[config.mk]
export PLATFORM = sky130hd
export DESIGN_NAME = apa102_ws2812_squidgeefish
export DESIGN_NICKNAME = d
export VERILOG_FILES = /design/src/rtl/apa102_ws2812_pkg.sv /design/src/rtl/apa102_ws2812_squidgeefish_if.sv /design/src/rtl/apa102_ws2812_squidgeefish_tx.sv /design/src/rtl/apa102_ws2812_squidgeefish.sv
export SDC_FILE = /design/constraint.sdc
export NUM_CORES = 1
export LEC_CHECK = 0
export BUFFER_PORTS_ARGS = -buffer_cell sky130_fd_sc_hd__buf_4
export CORE_ASPECT_RATIO = 0.5
export CORE_MARGIN = 2
export CORE_UTILIZATION = 35
export DETAILED_ROUTE_END_ITERATION = 8
export SETUP_SLACK_MARGIN = 0.2
export SKIP_LAST_GASP = 1
export SYNTH_ARGS = -nofsm -noshare
export SYNTH_HDL_FRONTEND = slang
export SYNTH_SLANG_ARGS = --single-unit
[constraint.sdc]
create_clock -name clk -period 2.6 [get_ports clk]
set_input_delay 0.13 -clock clk [delete_from_list [all_inputs] [get_ports clk]]
set_output_delay 0.13 -clock clk [all_outputs]
set_load 0.03 [all_outputs]
[src/rtl/apa102_ws2812_pkg.sv]
// rtl/apa102_ws2812_pkg.sv - shared constants, frame classification and state types for the APA102-to-WS2812 bridge
package apa102_ws2812_pkg;

    localparam int GRB_W       = 24;
    localparam int WORD_W      = 32;
    localparam int DEF_T0H_CYC = 4;
    localparam int DEF_T1H_CYC = 8;
    localparam int DEF_BIT_CYC = 13;

    localparam logic [WORD_W-1:0] FRAME_START = 32'h0000_0000;
    localparam logic [WORD_W-1:0] FRAME_END   = 32'hFFFF_FFFF;
    localparam logic [2:0]        LED_HDR     = 3'b111;

    typedef enum logic {
        RX_HUNT    = 1'b0,
        RX_ALIGNED = 1'b1
    } rx_state_t;

    typedef enum logic [1:0] {
        FR_START = 2'd0,
        FR_LED   = 2'd1,
        FR_END   = 2'd2,
        FR_BAD   = 2'd3
    } frame_kind_t;

    function automatic frame_kind_t frame_kind(input logic [WORD_W-1:0] w);
        if (w == FRAME_START)          return FR_START;
        else if (w == FRAME_END)       return FR_END;
        else if (w[31:29] == LED_HDR)  return FR_LED;
        else                           return FR_BAD;
    endfunction

    // APA102 carries {hdr,brightness,B,G,R}; WS2812 wants G,R,B on the wire
    function automatic logic [GRB_W-1:0] led_to_grb(input logic [WORD_W-1:0] w);
        return {w[15:8], w[7:0], w[23:16]};
    endfunction

endpackage

[src/rtl/apa102_ws2812_squidgeefish_if.sv]
// rtl/apa102_ws2812_squidgeefish_if.sv - GRB pixel stream between holding register and WS2812 transmitter
interface apa102_ws2812_squidgeefish_if;
    import apa102_ws2812_pkg::*;

    logic [GRB_W-1:0] tdata;
    logic             tvalid;
    logic             tready;

    modport master (output tdata, output tvalid, input  tready);
    modport slave  (input  tdata, input  tvalid, output tready);
endinterface

[src/rtl/apa102_ws2812_squidgeefish_tx.sv]
// rtl/apa102_ws2812_squidgeefish_tx.sv - WS2812 NRZ serialiser, one 24-bit GRB word per accepted beat
module ws2812_tx
    import apa102_ws2812_pkg::*;
#(
    parameter int T0H_CYC = DEF_T0H_CYC,
    parameter int T1H_CYC = DEF_T1H_CYC,
    parameter int BIT_CYC = DEF_BIT_CYC
) (
    input  logic                          clk,
    input  logic                          rst_n,
    apa102_ws2812_squidgeefish_if.slave   s,
    output logic                          dout,
    output logic                          busy
);
    localparam int PW = $clog2(BIT_CYC);
    localparam logic [PW-1:0] PH_LAST  = PW'(BIT_CYC - 1);
    localparam logic [PW-1:0] T0H_P    = PW'(T0H_CYC);
    localparam logic [PW-1:0] T1H_P    = PW'(T1H_CYC);
    localparam logic [4:0]    LAST_BIT = 5'(GRB_W - 1);

    logic [PW-1:0]    phase;
    logic [4:0]       bit_cnt;
    logic [GRB_W-1:0] shreg;
    logic             last_cycle;

    assign last_cycle = busy && (phase == PH_LAST) && (bit_cnt == LAST_BIT);
    // Accepting during the final low cycle lets words run back to back with no gap
    assign s.tready   = !busy || last_cycle;
    assign dout       = busy && (phase < (shreg[GRB_W-1] ? T1H_P : T0H_P));

    always_ff @(posedge clk or negedge rst_n) begin
        if (!rst_n) begin
            shreg   <= '0;
            phase   <= '0;
            bit_cnt <= '0;
            busy    <= 1'b0;
        end else if (s.tvalid && s.tready) begin
            shreg   <= s.tdata;
            phase   <= '0;
            bit_cnt <= '0;
            busy    <= 1'b1;
        end else if (busy) begin
            if (phase == PH_LAST) begin
                phase   <= '0;
                shreg   <= {shreg[GRB_W-2:0], 1'b0};
                bit_cnt <= bit_cnt + 5'd1;
                if (bit_cnt == LAST_BIT) busy <= 1'b0;
            end else begin
                phase <= phase + PW'(1);
            end
        end
    end

endmodule

[src/rtl/apa102_ws2812_squidgeefish.sv]
// rtl/apa102_ws2812_squidgeefish.sv - APA102 SCK/SDA receiver bridged to a WS2812 one-wire transmitter
module apa102_ws2812_squidgeefish
    import apa102_ws2812_pkg::*;
#(
    parameter int T0H_CYC = DEF_T0H_CYC,
    parameter int T1H_CYC = DEF_T1H_CYC,
    parameter int BIT_CYC = DEF_BIT_CYC
) (
    input  logic       clk,
    input  logic       rst_n,
    input  logic       ena,
    input  logic [7:0] ui_in,
    output logic [7:0] uo_out,
    input  logic [7:0] uio_in,
    output logic [7:0] uio_out,
    output logic [7:0] uio_oe
);
    logic unused_ok;
    assign unused_ok = &{1'b0, ena, ui_in[7:2], uio_in};

    logic [1:0] sck_sync;
    logic [1:0] sda_sync;
    logic       sck_prev;
    logic       sck_rise;

    always_ff @(posedge clk or negedge rst_n) begin
        if (!rst_n) begin
            sck_sync <= '0;
            sda_sync <= '0;
            sck_prev <= 1'b0;
        end else begin
            sck_sync <= {sck_sync[0], ui_in[0]};
            sda_sync <= {sda_sync[0], ui_in[1]};
            sck_prev <= sck_sync[1];
        end
    end

    assign sck_rise = sck_sync[1] & ~sck_prev;

    // cnt counts consecutive zeros while hunting and word bits once aligned
    rx_state_t         state, state_n;
    logic [WORD_W-1:0] sr, sr_n;
    logic [4:0]        cnt, cnt_n;
    logic              push;

    always_ff @(posedge clk or negedge rst_n) begin
        if (!rst_n) begin
            state <= RX_HUNT;
            sr    <= '0;
            cnt   <= '0;
        end else begin
            state <= state_n;
            sr    <= sr_n;
            cnt   <= cnt_n;
        end
    end

    always_comb begin
        state_n = state;
        sr_n    = sr;
        cnt_n   = cnt;
        push    = 1'b0;
        if (sck_rise) begin
            sr_n = {sr[WORD_W-2:0], sda_sync[1]};
            case (state)
                RX_HUNT: begin
                    if (sda_sync[1]) begin
                        cnt_n = '0;
                    end else if (cnt == 5'd31) begin
                        state_n = RX_ALIGNED;
                        cnt_n   = '0;
                    end else begin
                        cnt_n = cnt + 5'd1;
                    end
                end
                RX_ALIGNED: begin
                    if (cnt == 5'd31) begin
                        cnt_n = '0;
                        case (frame_kind(sr_n))
                            FR_START: state_n = RX_ALIGNED;
                            FR_LED:   push    = 1'b1;
                            default:  state_n = RX_HUNT;
                        endcase
                    end else begin
                        cnt_n = cnt + 5'd1;
                    end
                end
                default: state_n = RX_HUNT;
            endcase
        end
    end

    apa102_ws2812_squidgeefish_if px();

    logic [GRB_W-1:0] hold_d;
    logic             hold_v;
    logic             overflow;
    logic             load;

    assign px.tdata  = hold_d;
    assign px.tvalid = hold_v;
    assign load      = px.tvalid && px.tready;

    // A push coinciding with a load refills holding without counting as overflow
    always_ff @(posedge clk or negedge rst_n) begin
        if (!rst_n) begin
            hold_d   <= '0;
            hold_v   <= 1'b0;
            overflow <= 1'b0;
        end else if (push) begin
            hold_d <= led_to_grb(sr_n);
            hold_v <= 1'b1;
            if (hold_v && !load) overflow <= 1'b1;
        end else if (load) begin
            hold_v <= 1'b0;
        end
    end

    logic ws_dout;
    logic ws_busy;

    ws2812_tx #(
        .T0H_CYC (T0H_CYC),
        .T1H_CYC (T1H_CYC),
        .BIT_CYC (BIT_CYC)
    ) u_tx (
        .clk   (clk),
        .rst_n (rst_n),
        .s     (px.slave),
        .dout  (ws_dout),
        .busy  (ws_busy)
    );

    assign uo_out  = {4'b0000, (state == RX_ALIGNED), overflow, ws_busy, ws_dout};
    assign uio_out = 8'h00;
    assign uio_oe  = 8'h00;

endmodule

==> out/summary.txt <==
clock skew - 0.00948 ns
fin worst setup slack - 0.358 ns
Setup TNS Final - 0 ns
antenna-violating nets left - 0
core footprint - 0.0128 mm^2
gpl congestion - 0.738
Place WS - 0.359 ns
Final Critical Period - 2.24 ns
PD cells - 631 mW/mm^2
share of post-route cells with drive strength above 1 - 13.7%
routed wire length - 7920 um
DRT iter0 DRCs - 210
post-synth top area cell - dfrtp_1
RSZ-0062 raised after global routing - no
Post-Syn Instances - 437
die area - 0.0142 mm^2
Placed Area - 0.00477 mm^2
post-synth cell types - 41
initial core utilization - 36.2%
Area contributors post-synth - dfrtp_1 55%, nand2_1 11%, mux2_4 5.8%, mux2i_1 5.2%, buf_4 3.9%
Final setup viols - 0
Hold Path Class - flip-flop to flip-flop
first-pass GRT wire length - 14100 um
Root Driver - clkbuf_16
synthesized flop and latch total - 102
final total power - 3.21 mW
async set or reset register ratio after synthesis - 100%
top cells by instance count after synthesis - 131 x nand2_1, 102 x dfrtp_1, 27 x o21ai_0
maxcap violations - 0
status - finished, final reports clean
crit end category - flip-flop
top-count cell post-synth - nand2_1
Setup Buffers After CTS - 0
Max Buffers Root-to-Sink - 2
worst slew pin tran - 0.796 ns
Die W - 167 um
Vias/cell - 4.79
clock latency on the worst-skew pair - 0.34 ns
routed len/inst - 12.9 um
Rel. slew slack - 46.9%
area grow syn2layout - 9.95%
Worst-path clk slew - 0.07 ns
CP Data Arrival Time - 2.47 ns
Total GRT Usage - 12.4%
Fin Hold WS - 0.349 ns
grt total ovfl - 0
Top FF cell, synth - dfrtp_1
# H-tree levels - 3
nature of the critical path startpoint - flip-flop
sequential-to-total area share from yosys stat - 55.1%
Port Buffer Count - 7
Synth Cell Area - 0.00463 mm^2
largest net degree at the start of global routing - 62
M1 GR Usage - 16.8%
DP HPWL - 5140 um
PostCTS Resize Cnt - 0
final instance area - 0.00509 mm^2
f_max - 446 MHz
Pins Over Slew Limit - 0
vias in the first global route - 2878
Critical Path Fanout Max - 18
met2 usage - 19.3%
endpoints failing hold - 0
diodes inserted - 0
Die Y - 85.3 um
Synth top area share - 55.1%
Req. time, crit path - 2.83 ns
nets@finish - 466
EDFF count, synth - 0
leakage - 2.64 nW
# IOs - 43
Worst VDD drop - 0.305 mV
GRT met3 Usage - 3.68%
drt first pass iters - 5
Avg Synthesized Cell Area - 10.6 um^2
DR vias - 2953
crit path kind - flip-flop to flip-flop
num rows - 29
CTS tree - done
Ys Warns - 0
CTS Buf Count - 9
Residual DRC - 0
clk sink count - 102
Tcrit/Tclk final - 86.2%
initial antenna violation count - 0
GRT busiest layer - met2
[power breakdown]
group	internal, mW	switching (mW)
sequential	1.65	0.0660
clock	0.686	0.596
combinational	0.0657	0.153
[cells in the final DEF (no fill, tap or decap), drive strengths merged, types with 4 or more instances in the layout]
cell and n:
mux2i 24, inv 6, clkbuf 11, nand3 7
nor4 10, mux2 25, ha 6, nand2 133
nand4 9, conb 20, dfrtp 102, o21ai 37
nor2 4, buf 15, nand2b 4
[per-layer routing]
layer  part of all wire [%]  vias to the layer above
li1                       -                     1442
met1                     52                     1449
met2                     43                       52
met3                    3.6                       10
met4                    1.5                        0
met5                      0                        -
[repair_timing]
action | in CTS | in global routing
hold endpoints to repair | 61 | 0
hold buffers | 3 | 0
setup endpoints to repair | 0 | 0
[sequential cells by signal, summed over array words and instances (netlist names)]
name / count
cnt: 5
hold_d: 24
hold_v: 1
overflow: 1
sck_prev: 1
sck_sync: 2
sda_sync: 2
sr: 31
state: 1
u_tx.bit_cnt: 5
u_tx.busy: 1
u_tx.phase: 4
u_tx.shreg: 24
[worst max-delay path: stages (launching register included)]
cell       delay, ns
dfrtp_1         0.37
ha_1            0.19
and3_1          0.16
ha_1            0.19
nand2_4         0.06
nand4bb_2       0.51
buf_12          0.32
mux2_4          0.30
[logic make-up (layout without fill, tap and decap cells)]
group | count (synthesis) | after routing | synth area share, %
AOI/OAI and AO/OA | 51 | 51 | 6.16
xor gates and xnor gates | 1 | 1 | 0.189
adders and majority gates | 6 | 6 | 1.62
buffers and inverters | 48 | 38 | 7.00
DFF | 102 | 102 | 55.1
muxes | 49 | 49 | 12.7
other | 1 | 20 | 0.0810
and+or+nand+nor | 179 | 179 | 17.1
[stage by stage]
stage	cells	util [%]
6_report	616	39.9
5_1_grt	616	39.9
4_1_cts	616	39.9
3_5_place_dp	597	37.4
3_3_place_gp	597	37.4
2_1_floorplan	456	-
[final timing paths]
path / start / to / slack (ns) / depth (start not counted)
setup / recovery: cnt[0] / hold_d[12] / 0.36 / 7
hold / removal: sck_sync[0] / sck_sync[1] / 0.35 / 0
setup reg to reg: cnt[0] / hold_d[12] / 0.36 / 7
hold reg to reg: sck_sync[0] / sck_sync[1] / 0.35 / 0
max in group asynchronous: rst_n / sr[16] / 1.51 / 3
min in group asynchronous: rst_n / sck_sync[0] / 0.41 / 2
[cell type report]
| type | count | area [um^2] |
|---|---|---|
| tap | 170 | 213 |
| multi-input combinational | 306 | 1840 |
| clock buffer | 11 | 243 |
| clock inverter | 5 | 42.5 |
| timing repair buffer | 18 | 180 |
| inverter | 4 | 15.0 |
| fill | 1239 | 7680 |
| sequential | 102 | 2550 |
(Power assumes the default switching activity.)
